## config.mk

```make
export PLATFORM = sky130hd
export DESIGN_NAME = mux_scan
export DESIGN_NICKNAME = d
export VERILOG_FILES = /design/src/rtl/mux_scan_pkg.sv /design/src/rtl/mux_scan_rr_next.sv /design/src/rtl/mux_scan.sv
export SDC_FILE = /design/constraint.sdc
export NUM_CORES = 1
export LEC_CHECK = 0
export ABC_CLOCK_PERIOD_IN_PS = 12240
export BUFFER_PORTS_ARGS = -buffer_cell sky130_fd_sc_hd__buf_2
export CAP_MARGIN = 25
export CORE_ASPECT_RATIO = 1.2
export CORE_MARGIN = 5
export CORE_UTILIZATION = 25
export CTS_CLUSTER_SIZE = 30
export DETAILED_ROUTE_END_ITERATION = 16
export HOLD_SLACK_MARGIN = 0.02
export PLACE_DENSITY_LB_ADDON = 0.3
export SLEW_MARGIN = 20
export SYNTH_ARGS = -nofsm -noshare
export SYNTH_HDL_FRONTEND = slang
export SYNTH_HIERARCHICAL = 1
export SYNTH_SLANG_ARGS = --single-unit
export TNS_END_PERCENT = 20
```

## constraint.sdc

```tcl
create_clock -name clk -period 12.24 [get_ports clk]
set_input_delay 0.612 -clock clk [delete_from_list [all_inputs] [get_ports clk]]
set_output_delay 0.612 -clock clk [all_outputs]
set_load 0.05 [all_outputs]
```

## src/rtl/mux_scan_pkg.sv

```systemverilog
// Shared types and helpers for the mux_scan channel multiplexer.
//   state_t     : output FSM state (IDLE = no sample held, RUN = sample held)
//   MODE_*      : encodings of the mode input
//   clog2_min1  : select width, never less than one bit
package mux_scan_pkg;

  typedef enum logic {
    IDLE = 1'b0,
    RUN  = 1'b1
  } state_t;

  localparam logic MODE_MANUAL = 1'b0;
  localparam logic MODE_SCAN   = 1'b1;

  function automatic int unsigned clog2_min1(input int unsigned n);
    return (n <= 2) ? 1 : $clog2(n);
  endfunction

endpackage

```

## src/rtl/mux_scan_rr_next.sv

```systemverilog
// Combinational round-robin search: finds the first set bit of mask_i strictly after
// ptr_i, wrapping modulo CHANNELS. ptr_i itself is the last candidate, so a lone
// enabled channel finds itself.
//   mask_i  : per-channel enable mask
//   ptr_i   : current position (must be < CHANNELS)
//   next_o  : index of the next enabled channel (0 when none found)
//   found_o : at least one channel is enabled
module rr_next
  import mux_scan_pkg::*;
#(
  parameter int unsigned CHANNELS = 8,
  parameter int unsigned SEL_BITS = clog2_min1(CHANNELS)
) (
  input  logic [CHANNELS-1:0] mask_i,
  input  logic [SEL_BITS-1:0] ptr_i,
  output logic [SEL_BITS-1:0] next_o,
  output logic                found_o
);

  localparam int N = int'(CHANNELS);

  // rot[k] is the enable of the channel k+1 positions after ptr_i.
  logic [CHANNELS-1:0] rot;
  logic [SEL_BITS-1:0] idx;

  always_comb begin
    rot = '0;
    idx = '0;
    for (int k = 0; k < N; k++) begin
      idx    = SEL_BITS'((int'(ptr_i) + k + 1) % N);
      rot[k] = mask_i[idx];
    end
  end

  // Priority encoder over the rotated mask: lowest k wins, so scan downwards.
  always_comb begin
    next_o = '0;
    for (int k = N - 1; k >= 0; k--) begin
      if (rot[k]) begin
        next_o = SEL_BITS'((int'(ptr_i) + k + 1) % N);
      end
    end
  end

  assign found_o = |rot;

endmodule

```

## src/rtl/mux_scan.sv

```systemverilog
// Registered N-channel multiplexer with manual and scan modes and a valid/ready output.
//   clk, rst_n : clock, asynchronous active-low reset
//   E          : packed channel words, channel i at E[i*INPUT_BITS +: INPUT_BITS]
//   ch_en      : per-channel enable mask
//   mode       : 0 = manual (use sel), 1 = scan enabled channels, DWELL samples each
//   sel        : manual channel select
//   ready      : downstream accepts F this cycle
//   F, ch_out  : registered sample and the channel it came from
//   valid      : F/ch_out hold a sample
module mux_scan
  import mux_scan_pkg::*;
#(
  parameter int unsigned INPUT_BITS = 2,
  parameter int unsigned CHANNELS   = 8,
  parameter int unsigned SEL_BITS   = clog2_min1(CHANNELS),
  parameter int unsigned DWELL      = 4
) (
  input  logic                           clk,
  input  logic                           rst_n,
  input  logic [CHANNELS*INPUT_BITS-1:0] E,
  input  logic [CHANNELS-1:0]            ch_en,
  input  logic                           mode,
  input  logic [SEL_BITS-1:0]            sel,
  input  logic                           ready,
  output logic [INPUT_BITS-1:0]          F,
  output logic [SEL_BITS-1:0]            ch_out,
  output logic                           valid
);

  // Every sel encoding gets a table slot; slots beyond CHANNELS read as disabled/zero,
  // which makes out-of-range manual selects ineligible without a separate compare.
  localparam int unsigned PadW     = 1 << SEL_BITS;
  localparam logic [7:0]  DwellMax = 8'(DWELL);

  logic [PadW-1:0]       en_pad;
  logic [INPUT_BITS-1:0] words [PadW];

  always_comb begin
    en_pad = PadW'(ch_en);
    for (int i = 0; i < int'(PadW); i++) begin
      words[i] = '0;
    end
    for (int i = 0; i < int'(CHANNELS); i++) begin
      words[i] = E[i*INPUT_BITS +: INPUT_BITS];
    end
  end

  state_t                state_q;
  logic [INPUT_BITS-1:0] f_q;
  logic [SEL_BITS-1:0]   ch_q;
  logic [SEL_BITS-1:0]   ptr_q;
  logic [7:0]            dwell_q;
  logic                  scan_q;  // mode seen at the previous load

  logic [SEL_BITS-1:0] rr_idx;
  logic                rr_found;

  rr_next #(
    .CHANNELS (CHANNELS),
    .SEL_BITS (SEL_BITS)
  ) u_rr_next (
    .mask_i  (ch_en),
    .ptr_i   (ptr_q),
    .next_o  (rr_idx),
    .found_o (rr_found)
  );

  logic                load;
  logic                stay;
  logic                elig;
  logic [SEL_BITS-1:0] tgt;

  always_comb begin
    load = (state_q == IDLE) || ready;
    stay = en_pad[ptr_q] && (dwell_q < DwellMax);
    if (mode == MODE_SCAN) begin
      tgt  = stay ? ptr_q : rr_idx;
      elig = rr_found;
    end else begin
      tgt  = sel;
      elig = en_pad[sel];
    end
  end

  always_ff @(posedge clk or negedge rst_n) begin
    if (!rst_n) begin
      state_q <= IDLE;
      f_q     <= '0;
      ch_q    <= '0;
      ptr_q   <= '0;
      dwell_q <= '0;
      scan_q  <= MODE_MANUAL;
    end else if (load) begin
      scan_q <= mode;
      if (elig) begin
        state_q <= RUN;
        f_q     <= words[tgt];
        ch_q    <= tgt;
        if (mode == MODE_SCAN) begin
          ptr_q <= tgt;
          // A fresh dwell starts on entering scan or whenever the search picked the
          // channel, including re-picking a lone enabled channel after its dwell.
          if (stay && (scan_q == MODE_SCAN)) begin
            dwell_q <= dwell_q + 8'd1;
          end else begin
            dwell_q <= 8'd1;
          end
        end
      end else begin
        state_q <= IDLE;
      end
    end
  end

  assign F      = f_q;
  assign ch_out = ch_q;
  assign valid  = (state_q == RUN);

endmodule
```

; ---- Word-level counts from Yosys, hierarchy flattened
; Index checks and enable logic that the tools add are counted.
[op_classes]
add_sub_neg = 15
n_shift = 0
n_bitwise = 2
n_mux = 36
n_lt_le_gt_ge = 12
n_reduce_logical = 6
mul = 0
n_eq_ne = 0
n_div = 0
[ops]
columns = operator, count
row1 = $lt 3x4->1 const B, 10
row2 = $bmux 1 s3, 10
row3 = $mux 3, 10
row4 = $add 3x2->3 const B, 9
row5 = $add 3x3->3 const B, 4
row6 = $mux 1, 12
row7 = $add 8x1->8 const B, 1
row8 = $lt 8x3->1 const B, 1
row9 = $mux 8, 1
row10 = $reduce_or 8->1, 1
row11 = $bmux 2 s3, 1
row12 = $ge 4x4->1 const B, 1
row13 = $mux 2, 2
row14 = $not 3->4, 1
row15 = $add 3x1->3 const B, 1
row16 = $reduce_and 3->1, 1
row17 = $logic_and 1x1->1, 2
row18 = $reduce_and 2->1, 1
row19 = $logic_or 1x1->1, 1
row20 = $not 1->1, 1
[totals]
latchBits = 0
elab_cells = 77
romBits = 0
out_inout_bits = 6
mem_bits_rw = 0
ff_bits = 18
input_bits = 31
memories = 0

; ---- Longest topological paths before layout
[depth]
depth_word = 18
mapped_depth = 16
mapped_depth_nobuf = 13

; ---- Hierarchy
; The synthesis kept the hierarchy.
[modules_own_cells]
columns = module, cells_per_inst, instances, area_per_inst_um2, seq_area_each_um2
row1 = mux_scan, 108, 1, 1151.1, 450.4
row2 = rr_next, 100, 1, 822.0, 0.0

; ---- Worst setup path before layout
; No wires, ideal clock.
[synth_timing]
path_type = flip-flop to flip-flop
startpoint = reg ptr_q[1]
endpoint = reg f_q[0], in the netlist F[0]
required_time_ns = 12.114
arrival_time_ns = 3.897
setup_slack_ns = 8.217
stages_incl_launch_ff = 16
setup_time_ns = 0.126
path_buffers = 2
period_less_slack_ns = 4.023
cell_sequence = dfrtp_1 -> clkbuf_1 -> inv_1 -> ha_1 -> buf_2 -> mux4_1 -> nand2b_1 -> a31oi_1 -> o211ai_1 -> a211o_1 -> o211ai_1 -> a41o_1 -> nand2_1 -> a31oi_1 -> mux4_2 -> a221o_1
[synth_between]
elab_chain_cells = 18
word_cells_on_any_way = 50
classes_between = add/sub: 14 / mux: 32 / bitwise: 1 / reduce/logical: 3
[synth_rtl]
columns = element, line
row1 = start: declaration, mux_scan.sv:51  ; logic [SEL_BITS-1:0] ptr_q;
row2 = start signal: assignment, mux_scan.sv:100  ; ptr_q <= tgt;
row3 = $add 3x3->3, "mux_scan_rr_next.sv:30, mux_scan_rr_next.sv:40"
row4 = $add 3x2->3, "mux_scan_rr_next.sv:30, mux_scan_rr_next.sv:40"
row5 = $bmux 1 s3, mux_scan_rr_next.sv:31  ; rot[k] = mask_i[idx];
row6 = $mux 1 (implied by the code), mux_scan_rr_next.sv:31
row7 = $mux 3 (7 in a row), mux_scan_rr_next.sv:39  ; if (rot[k]) begin
row8 = $mux 3 (*), mux_scan_rr_next.sv:39
row9 = net rr_idx[2], mux_scan.sv:55  ; logic [SEL_BITS-1:0] rr_idx;
row10 = $mux 3 (*), mux_scan.sv:77  ; tgt = stay ? ptr_q : rr_idx;
row11 = $mux 3 (*), mux_scan.sv:76  ; if (mode == MODE_SCAN) begin
row12 = $not 3->4 (implied by the code) (*), mux_scan.sv:97  ; f_q <= words[tgt];
row13 = $bmux 2 s3 (*), mux_scan.sv:97
row14 = $mux 2 (implied by the code) (*) (2 in a row), mux_scan.sv:97
row15 = end signal: assignment, mux_scan.sv:97
row16 = end: declaration, mux_scan.sv:49  ; logic [INPUT_BITS-1:0] f_q;
; The timed path passes the listed nets; every way through them passes the cells marked *. The select of a mux whose other input is x is not followed.
; A chain may end at the register's enable or synchronous reset.

; ---- Final worst setup path
[layout_timing]
startpoint = reg ptr_q[0]
endpoint = reg f_q[1], in the netlist F[1]
; The elaborated chain is that of the path after synthesis.

==> flow_summary.yaml <==
yosys:
  ys_seq_area_share_pct: 22.8
  synth-seq-cells: 18
  yosysWarnings: 6
  syn-cell-area_um2: 1970
  synth.avg_cell_area_um2: 9.49
  synthCells: 208
  synth_edf_count: 0
  synthesis.nets: 242
  synth_async_sr_flop_share_pct: 100
  synth_cell_types: 53
  ys.flop_type: "dfrtp_1"
worst_setup_path:
  critPathMaxFanout: 26
  rr_endpoint: "F[1]"
  worstPathBufferInverterCount: 1
  ff2ff_setup_slack_ps: 7410
  crit_family: "compound AO/OA/AOI/OAI gates"
  worst-setup-path-type: "reg -> reg"
  start_kind: "register"
  worstPathArrival_ps: 4970
  timing.rr.start: "ptr_q[0]"
  worstPathRequired_ps: 12380
  critPathCaptureType: "register"
  slowest_delay_ps: 1000
  crit_chain: "inv_1 > ha_1 > mux4_2 > nor2b_1 > o21ai_0 > o211ai_1 > a211o_1 > o211ai_1 > a41o_1 > nand2_1 > a31oi_1 > mux4_2 > a221o_1"
  r2r_cells: 13
  crit_slowest_cell: "dfrtp_1"
final_layout:
  antenna_cells: 0
  fillers: 821
  syn_to_final_growth_pct: 15.2
  finalInstanceArea_um2: 2270
  finalCoreUtilization_pct: 29.5
  drive_above_1_share_pct: 27.7
  final_nets: 273
sta:
  grt_setup_unrepaired: "false"
  drv_slew: 0
  finalCritPeriodShare_pct: 39.5
  fin_tns_setup_ps: 0
  skew_ps: 2.40
  slew_headroom_pct: 34.0
  min_period_ps: 4830
  tightest_slew_ps: 990
  hold_viol_final: 0
  setup_viol: 0
  fmax_ghz: 0.207
global_route:
  grt_util_met3_pct: 1.05
  use_met1_pct: 13.1
  grt_pass1_wl_um: 8410
  grt_max_degree: 29
  antenna_found_initial: 0
  top_usage_layer: "met2"
  grt_pass1_vias: 1692
  use_met2_pct: 19.3
  grt_overflow: 0
  grt_util_all_layers_pct: 10.4
clock_network:
  numCtsBuffers: 3
  clkLatencyLatePin_ps: 250
  clock_sinks: 18
  cts_tree: "yes"
  cts_buffer_depth: 2
  clkTransAtPathRegs_ps: 70
  cts_root_buf: "clkbuf_8"
  h-tree-depth: 1
  ctsHoldBuffers: 0
  cts_resized: 0
  post_cts_buffers: 0
power:
  leakage_nw: 0.979
  p_int_uw: 326
  powerDensity_nw_per_um2: 293
  pwr-share-seq_pct: 17.2
  switching_share_pct: 50.9
  pwr-share-comb_pct: 75.4
  power_switching_uw: 339
  clockPowerShare_pct: 7.3
  ir_drop_uv: 124
floorplan:
  dieWidth_um: 91.1
  ios: 37
  start_util_pct: 25.6
  rows: 35
  die_area_um2: 9780
  die_h_um: 107
  coreArea_um2: 7710
route:
  wire_per_inst_um: 16.2
  final_antenna_net_count: 0
  route.detailed.drc: 0
  vias_per_cell: 5.40
  wirelength_um: 5340
  detailroute.via_count: 1783
  first_iter_violations: 120
  first_pass_iters: 4
min_path:
  hold_path_class: "in -> async"
place:
  place_congestion: 0.820
  dpl-instance-area_um2: 2220
  io_buffers: 36
  hpwlAfterDp_um: 4110
job:
  drv_cap: 0
run_status:
  status: "finished clean"
-- layer usage --
layer | share of wire, % | wire [µm] | up-vias
met4 | 0.36 | 19 | 0
met5 | 0 | 0 | -
li1 | - | - | 872
met3 | 4.0 | 213 | 4
met2 | 53 | 2850 | 35
met1 | 42 | 2260 | 872
-- placed cells by master (no fill, tap or decap), types with 2 or more instances in the layout --
cell type / count
nand2_1: 19
nand3_1: 7
nor2_1: 26
a21oi_1: 9
dfrtp_1: 18
o211ai_1: 2
xor2_1: 3
mux2i_1: 8
a211oi_1: 4
a31oi_1: 6
mux4_1: 7
ha_1: 3
o22ai_1: 2
nand2b_1: 2
nor3_1: 5
o21ai_0: 14
and2_1: 4
a221o_1: 2
nor2b_1: 2
mux2_2: 9
mux4_2: 11
inv_1: 7
clkbuf_8: 4
buf_2: 36
-- state kept, by name, indices dropped and copies added (netlist names) --
register,flops
scan_q,1
ch_out,3
dwell_q,8
ptr_q,3
valid,1
F,2
-- power groups by stage --
| stage | clock [mW] | combinational, mW | sequential [mW] |
|---|---|---|---|
| 6_report | 0.0488 | 0.502 | 0.115 |
| 5_1_grt | 0.0534 | 0.548 | 0.120 |
| 4_1_cts | 0.0502 | 0.501 | 0.115 |
| 3_5_place_dp | 0 | 0.498 | 0.116 |
| 3_3_place_gp | 0 | 0.497 | 0.115 |
| 2_1_floorplan | 0 | 0.395 | 0.125 |
-- layout make-up --
class | count | area (µm²) | share of cell area [%]
Multi-Input combinational cell | 172 | 1440 | 63.3
Sequential cell | 18 | 450 | 19.8
Timing Repair Buffer | 37 | 188 | 8.26
Tap cell | 92 | 115 | 5.07
Clock buffer | 4 | 55.1 | 2.42
Inverter | 7 | 26.3 | 1.16
-- stage by stage --
stage          instances  hold slack [ps]  setup slack [ps]  power, mW
2_1_floorplan        208              316              8220      0.520
3_3_place_gp         326              467              7500      0.612
6_report             330              288              7410      0.665
3_5_place_dp         326              477              7390      0.615
5_1_grt              330              310              7100      0.722
4_1_cts              330              300              7380      0.666
-- worst max-delay path by stage --
stage / from / endpoint / slack (ps) / cells after the start
4_1_cts: ptr_q[0] / F[1] / 7380 / 13
2_1_floorplan: ptr_q[1] / F[0] / 8220 / 15
5_1_grt: ptr_q[0] / F[1] / 7100 / 13
3_5_place_dp: ptr_q[0] / F[1] / 7390 / 13
3_3_place_gp: ptr_q[0] / F[0] / 7500 / 13
6_report: ptr_q[0] / F[1] / 7410 / 13
-- cell usage after synthesis (2+ instances only) --
| cell type | n | share of area [%] |
|---|---|---|
| nor3_1 | 5 | 1.3 |
| mux4_1 | 7 | 9.3 |
| o22ai_1 | 2 | 0.63 |
| mux4_2 | 11 | 13 |
| and2_1 | 4 | 1.3 |
| clkbuf_1 | 6 | 1.1 |
| o211ai_1 | 2 | 0.76 |
| xor2_1 | 3 | 1.3 |
| inv_1 | 7 | 1.3 |
| nor2b_1 | 2 | 0.63 |
| a21oi_1 | 9 | 2.3 |
| mux2i_1 | 8 | 4.1 |
| o21ai_0 | 14 | 3.6 |
| a221o_1 | 2 | 1.0 |
| dfrtp_1 | 18 | 23 |
| nand3_1 | 7 | 1.8 |
| nor2_1 | 26 | 4.9 |
| a31oi_1 | 6 | 1.9 |
| nand2b_1 | 2 | 0.63 |
| a211oi_1 | 4 | 1.5 |
| ha_1 | 3 | 1.9 |
| mux2_2 | 9 | 5.1 |
| buf_2 | 2 | 0.51 |
| nand2_1 | 19 | 3.6 |
| buf_6 | 2 | 1.1 |
-- cell families after synthesis --
| logic type | synth area share (%) |
|---|---|
| DFF | 22.8 |
| muxes | 31.8 |
| buffers and inverters | 4.31 |
| and+or+nand+nor | 17.4 |
| adders and majority gates | 1.90 |
| AOI/OAI and AO/OA | 20.4 |
| xor gates and xnor gates | 1.33 |
No activity file was read; power rests on OpenSTA's default activity.
